--- config.mk ---
export PLATFORM = sky130hd
export DESIGN_NAME = tcb_lite_arbiter
export DESIGN_NICKNAME = d
export VERILOG_FILES = /design/src/rtl/tcb_lite_arbiter.sv
export SDC_FILE = /design/constraint.sdc
export NUM_CORES = 1
export LEC_CHECK = 0
export CAP_MARGIN = 0
export CORE_AREA = 2 2 127 129
export CTS_CLUSTER_DIAMETER = 200
export CTS_CLUSTER_SIZE = 30
export DETAILED_ROUTE_END_ITERATION = 6
export DIE_AREA = 0 0 129 131
export DONT_BUFFER_PORTS = 1
export GPL_ROUTABILITY_DRIVEN = 0
export REMOVE_ABC_BUFFERS = 1
export SYNTH_ARGS = -nofsm -noshare
export SYNTH_HDL_FRONTEND = slang
export SYNTH_SLANG_ARGS = --single-unit
--- constraint.sdc ---
create_clock -name clk -period 3.45 [get_ports clk]
set_clock_uncertainty 0.2 [all_clocks]
set_input_delay 0.69 -clock clk [delete_from_list [all_inputs] [get_ports clk]]
set_output_delay 0.69 -clock clk [all_outputs]
set_load 0.05 [all_outputs]
--- src/rtl/tcb_lite_arbiter.sv ---
// ----------------------------------------------------------------------------
// tcb_lite_arbiter
//
// Round-robin arbiter that shares one TCB lite subordinate between MPN TCB
// lite managers. The request fields of the selected manager are multiplexed
// onto the subordinate port. A manager may hold the bus across several
// transfers by setting lck. The response is steered back to the manager that
// issued the transfer, DLY cycles later, by a delay line of grant indices.
//
// Handshake: a transfer happens in every cycle where valid and ready are both
// high. Valid must not depend on ready. Once a manager is stalled (valid high,
// ready low), it keeps the grant until its transfer completes.
//
// Ports
//   clk, rst            clock, asynchronous active-low reset
//   man_vld/man_rdy     per-manager request handshake
//   man_lck/ndn/wen     per-manager lock, endianness, write enable
//   man_adr/siz/byt/wdt per-manager address, size, byte enable, write data
//   man_rdt/man_err     per-manager response (read data, bus error)
//   sub_vld/sub_rdy     subordinate request handshake
//   sub_lck ... sub_wdt multiplexed request fields
//   sub_rdt/sub_err     subordinate response
// ----------------------------------------------------------------------------
module tcb_lite_arbiter #(
   parameter int unsigned MPN = 2,
   parameter int unsigned DLY = 1,
   parameter int unsigned DAT = 32,
   parameter int unsigned ADR = 32,
   parameter int unsigned SIZ = $clog2(DAT/8)
) (
   input  logic                     clk,
   input  logic                     rst,
   // managers
   input  logic [MPN-1:0]           man_vld,
   output logic [MPN-1:0]           man_rdy,
   input  logic [MPN-1:0]           man_lck,
   input  logic [MPN-1:0]           man_ndn,
   input  logic [MPN-1:0]           man_wen,
   input  logic [MPN-1:0][ADR-1:0]  man_adr,
   input  logic [MPN-1:0][SIZ-1:0]  man_siz,
   input  logic [MPN-1:0][DAT/8-1:0] man_byt,
   input  logic [MPN-1:0][DAT-1:0]  man_wdt,
   output logic [MPN-1:0][DAT-1:0]  man_rdt,
   output logic [MPN-1:0]           man_err,
   // subordinate
   output logic                     sub_vld,
   input  logic                     sub_rdy,
   output logic                     sub_lck,
   output logic                     sub_ndn,
   output logic                     sub_wen,
   output logic [ADR-1:0]           sub_adr,
   output logic [SIZ-1:0]           sub_siz,
   output logic [DAT/8-1:0]         sub_byt,
   output logic [DAT-1:0]           sub_wdt,
   input  logic [DAT-1:0]           sub_rdt,
   input  logic                     sub_err
);

   localparam int unsigned IDW = $clog2(MPN);

   // arbitration state
   logic [IDW-1:0] ptr_q, ptr_d;   // last granted manager
   logic           lck_q, lck_d;   // lock active
   logic [IDW-1:0] own_q, own_d;   // lock owner
   logic           stl_q, stl_d;   // previous cycle was a stall
   logic [IDW-1:0] sel_q, sel_d;   // selection held across a stall

   logic [IDW-1:0] sel_rr;
   logic [IDW-1:0] sel;
   logic           trn;

   // Round-robin search starting at ptr+1, wrapping at MPN-1. The last
   // candidate visited is ptr itself. With nobody valid, ptr is kept.
   always_comb begin
      logic [IDW-1:0] cand;
      logic           found;
      sel_rr = ptr_q;
      cand   = ptr_q;
      found  = 1'b0;
      for (int k = 0; k < MPN; k++) begin
         cand = (cand == IDW'(MPN-1)) ? '0 : cand + IDW'(1);
         if (!found && man_vld[cand]) begin
            sel_rr = cand;
            found  = 1'b1;
         end
      end
   end

   // A stalled request keeps its grant. A lock pins the grant to its owner.
   always_comb begin
      if (stl_q)      sel = sel_q;
      else if (lck_q) sel = own_q;
      else            sel = sel_rr;
   end

   // request multiplexer
   always_comb begin
      sub_vld = man_vld[sel];
      sub_lck = man_lck[sel];
      sub_ndn = man_ndn[sel];
      sub_wen = man_wen[sel];
      sub_adr = man_adr[sel];
      sub_siz = man_siz[sel];
      sub_byt = man_byt[sel];
      sub_wdt = man_wdt[sel];
      man_rdy      = '0;
      man_rdy[sel] = sub_rdy;
   end

   assign trn = sub_vld & sub_rdy;

   // next state
   always_comb begin
      stl_d = sub_vld & ~sub_rdy;
      sel_d = sel;
      ptr_d = ptr_q;
      lck_d = lck_q;
      own_d = own_q;
      if (trn) begin
         ptr_d = sel;
         lck_d = man_lck[sel];
         own_d = sel;
      end
   end

   // Reset ptr to the last index, so manager 0 wins the first tie.
   always_ff @(posedge clk or negedge rst) begin
      if (!rst) begin
         ptr_q <= IDW'(MPN-1);
         lck_q <= 1'b0;
         own_q <= '0;
         stl_q <= 1'b0;
         sel_q <= '0;
      end else begin
         ptr_q <= ptr_d;
         lck_q <= lck_d;
         own_q <= own_d;
         stl_q <= stl_d;
         sel_q <= sel_d;
      end
   end

   // response routing
   logic           rsp_trn;
   logic [IDW-1:0] rsp_sel;

   if (DLY > 0) begin : g_dly
      // Entry 0 is one cycle after the transfer; entry DLY-1 is the output.
      logic [DLY-1:0]          dl_trn_q;
      logic [DLY-1:0][IDW-1:0] dl_sel_q;

      // The index only moves along with a live transfer, which keeps idle
      // entries stable.
      always_ff @(posedge clk or negedge rst) begin
         if (!rst) begin
            dl_trn_q <= '0;
            dl_sel_q <= '0;
         end else begin
            dl_trn_q[0] <= trn;
            if (trn) dl_sel_q[0] <= sel;
            for (int k = 1; k < DLY; k++) begin
               dl_trn_q[k] <= dl_trn_q[k-1];
               if (dl_trn_q[k-1]) dl_sel_q[k] <= dl_sel_q[k-1];
            end
         end
      end

      assign rsp_trn = dl_trn_q[DLY-1];
      assign rsp_sel = dl_sel_q[DLY-1];
   end else begin : g_nodly
      assign rsp_trn = trn;
      assign rsp_sel = sel;
   end

   // Only the manager that owns the returning response sees non-zero data.
   always_comb begin
      man_rdt = '0;
      man_err = '0;
      if (rsp_trn) begin
         man_rdt[rsp_sel] = sub_rdt;
         man_err[rsp_sel] = sub_err;
      end
   end

endmodule
After elaboration in Yosys (flattened, before gate mapping)
Cells that the tools add are included.

Flip-flop bits (word level): 6. Word-level logic and storage cells: 59.

Add/subtract/negate cells: 2. Magnitude comparators: 6. Multiplexer cells: 35. Bitwise logic cells: 6. Reductions and logical operators: 4.

Operators with widths (number): $mux 32 (5); $and 64x64->64 (1); $mux 64 (1); $demux 32 s1 (1); $mux 1 (21); $lt 1x2->1 const B (4); $mux 4 (2); $mux 2 (3); $and 2x2->2 (2); $logic_and 1x1->1 (3); $add 1x1->1 const B (2); $and 1x1->1 (2); $demux 1 s1 (2); $ge 1x1->1 const B (2); $logic_not 1->1 (1); $not 1->1 (1).

Longest topological paths before layout
Word-level depth: 15. Mapped depth: 5. Gate-level depth less buffers: 4.

Worst setup path before layout
OpenSTA, ideal clock, no wires.

Kind: input port to output port. From: input man_vld[0]. To: output sub_adr[24]. Arrival: 2.128 ns. Data required time: 2.560 ns. Slack: 0.432 ns. Stages on the path: 5. Cell sequence: nand2b_1 -> a311oi_4 -> buf_4 -> buf_6 -> mux2_1.

Word-level cells in the longest chain between the ends: 10. Elaborated cells on any way between the ends: 13.

RTL lines: start, declared (line 34) `input logic [MPN-1:0] man_vld,`; $mux 1 (implied by the code) (2 in a row) (line 82) `if (!found && man_vld[cand]) begin`; $mux 1 (line 82); $logic_not 1->1 (line 82); $logic_and 1x1->1 (line 82); $mux 1 * (line 82); $mux 1 * (line 92) `else if (lck_q) sel = own_q;`; $mux 1 * (line 91) `if (stl_q) sel = sel_q;`; $mux 32 (implied by the code) * (2 in a row) (line 102) `sub_adr = man_adr[sel];`; end, declared (line 51) `output logic [ADR-1:0] sub_adr,`.

Mark *: on every way between the ends. The rest lies on a longest branch, timed or not. The select of a mux whose other input is x is not followed.

Worst setup path after layout
From: register ptr_q. To: output sub_adr[24].

Word-level cells in the longest chain between the ends: 12. Elaborated cells on any way between the ends: 17.

RTL lines: start, declared (line 62) `logic [IDW-1:0] ptr_q, ptr_d;`; start signal, assigned (line 129) `ptr_q <= IDW'(MPN-1);`; start signal, assigned (line 135) `ptr_q <= ptr_d;`; $add 1x1->1 (line 81) `cand = (cand == IDW'(MPN-1)) ? '0 : cand + IDW'(1);`; $mux 1 (line 81); $add 1x1->1 / $mux 1 (equally long branches) (line 81, 82); $mux 1, on equally long branches (line 81, 82); $mux 1 (implied by the code) (line 82); $mux 1 (implied by the code) / $logic_not 1->1 (equally long branches) (line 82); $logic_and 1x1->1 (line 82); $mux 1 * (line 82); $mux 1 * (line 92); $mux 1 * (line 91); $mux 32 (implied by the code) * (2 in a row) (line 102).

Marked as above.

==> run metrics <==
routed len/inst=22.7 um; Root Driver=clkbuf_16; clock tree buffer depth=2; hold crit path type=in -> async; Peak VDD IR=0.000805 V; Final Non-Filler Cells=430; worst slew pin tran=0.517 ns; TritonRoute pass-1 iters=4; CTS tree=yes; crit path cell chain=nand2b_1 -> a311oi_4 -> buf_12 -> mux2_1 -> buf_12; Worst Setup Start Kind=flip-flop; total CTS buffers=3; total power=0.00384 W; Crit path top cell by count=buf_12; Layout Nets=394; Detailed Route WL=9760 um; yosys warns=0; Area Growth Syn to Fin=63.6%; Tot GR Track Use=9.91%; initial core utilization=10.5%; Final min period=3.08 ns; mapped cell area=1640 um^2; slowest library cell on the worst path=dfstp_2; met3 WL=1200 um; H-tree Lvls=1; outcome=finished clean; DR iter-0 viols=40; final period utilization=89.4%; Pwr Density=1430 nW/um^2; post-route ant nets=0; Clock Sinks=6; setup TNS=0 ns; placed cell count=420; max-slew violation count=0; initial antenna violation count=10; Met2 Wirelength=4970 um; register bit total from synthesis=6; layout cells sized above 1=57.4%; DP Worst Slack=0.368 ns; Final WS setup=0.366 ns; Rel. slew slack=65.7%; final hold vios=0; max cap viols=0; Die Wd=129 um; Finished Core Util=17.2%; syn_area_per_cell=9.10 um^2; Core Footprint=15,600 um^2; num rows=46; largest net degree at the start of global routing=79; CP Capture Type=primary output; die area=16,900 um^2; Setup CP Type=reg -> out; vias in the first global route=1,646; M1 wire length=3270 um; Die H=131 um; first-pass GRT wire length=11,800 um; Ports=326; setup repair after global routing missed its margin=no; sequential fraction of the synthesis area=9.24%; CP max stage delay=0.53 ns; clk_lat worst skew=0.23 ns; DRC errors left=0; Max Used Layer=met5; Final Setup Violations=0; Vias=1,662; Netlist cell types=19; data required time of the critical path=2.56 ns; worst path arrival time=2.19 ns; post-DP HPWL=8780 um; Vias/cell=3.87; Lkg Pwr=1.07 nW; Cells after Synth=180; total gr overflow=0; Max FO, Critical Path=78; IO buf count=0; Max Fclk=0.324 GHz; clock transition at the registers of the reported paths=0.03 ns
[where the power goes]
group / internal, W / switching (W) / leakage (nW) / total (W)
Sequential: 0.000106 / 0.0000290 / 0.0703 / 0.000135
Clock: 0.000153 / 0.0000372 / 0.0382 / 0.000190
Combinational: 0.000922 / 0.00259 / 0.966 / 0.00351
[synthesized netlist by cell type (all sizes together)]
library cell | number | area, um^2
mux2 | 75 | 845
and2 | 34 | 213
and3 | 33 | 206
clkbuf | 9 | 33.8
buf | 8 | 67.6
dfrtp | 5 | 125
nor2b | 4 | 25.0
a22o | 2 | 17.5
nand2 | 2 | 7.51
nand2b | 2 | 12.5
a311oi | 1 | 26.3
dfstp | 1 | 26.3
mux2i | 1 | 10.0
nor2 | 1 | 3.75
nor3b | 1 | 12.5
or2 | 1 | 6.26
[timing repair]
| item | 4_1_cts | 5_1_grt |
|---|---|---|
| buffers inserted | 0 | 0 |
| gates resized for setup | 0 | 0 |
| hold buffers | 1 | 0 |
| endpoints found under the hold margin | 5 | 0 |
[cell usage in the layout (no fill, tap or decap)]
cell type and n:
mux2_2 72, buf_12 37, and2_1 34, and3_1 33, diode_2 5, dfrtp_1 5
nor2b_1 4, buf_4 4, mux2_1 3, clkbuf_16 3, nand2b_1 2, nand2_1 2
a22o_1 2, nor2_1 1, nor3b_2 1, a311oi_4 1, mux2i_1 1, or2_2 1
clkbuf_1 1, dlygate4sd3_1 1, dfstp_2 1
[worst max-delay path: cells and delay by family (launching register included)]
| kind | cells | cell delay, ns |
|---|---|---|
| and+or+nand+nor | 1 | 0.09 |
| DFF | 1 | 0.53 |
| muxes | 1 | 0.41 |
| buffers and inverters | 2 | 0.51 |
| AOI/OAI and AO/OA | 1 | 0.34 |
[sequential cells by signal, summed over array words and instances, names as in the netlist]
| register | cells |
|---|---|
| lck_q | 1 |
| stl_q | 1 |
| sel_q | 1 |
| ptr_q | 1 |
| g_dly.dl_trn_q | 1 |
| own_q | 1 |
[kinds of logic after synthesis]
group | after synthesis | synth area share, %
compound gates | 3 | 2.67
simple gates | 78 | 29.7
mux | 76 | 52.2
buf+inv | 17 | 6.19
flops | 6 | 9.24
[worst paths after layout]
check | from | to | slack (ns) | cells past startpoint
hold reg to reg | lck_q | lck_q | 0.36 | 1
setup reg to reg | ptr_q | stl_q | 1.10 | 5
min in group clk | sub_rdy | stl_q | 0.33 | 1
hold / removal | rst | ptr_q | 0.11 | 0
setup / recovery | ptr_q | sub_adr[24] | 0.37 | 5
max in group asynchronous | rst | g_dly.dl_trn_q | 2.30 | 1
[metal layers]
| metal | vias up | GRT usage, % |
|---|---|---|
| met5 | - | 0 |
| met4 | 8 | 2.88 |
| met3 | 14 | 4.36 |
| met2 | 191 | 18.7 |
| met1 | 739 | 9.84 |
| li1 | 710 | - |
[cell type report]
type	instances	area, um^2
flip-flops and latches	6	151
repair buffers	42	781
multi-input cells	157	1390
diodes	5	12.5
well taps	216	270
clock buffers	4	78.8
fillers	1722	12900
[stage by stage]
stage	instance area [um^2]	hold slack (ns)
after floorplan	1540	0.194
after detailed placement	2580	0.194
final	2680	0.111
after global routing	2670	0.101
after global placement	2580	0.195
after CTS	2670	0.109
Note: power is estimated with default switching activity, not from simulation.
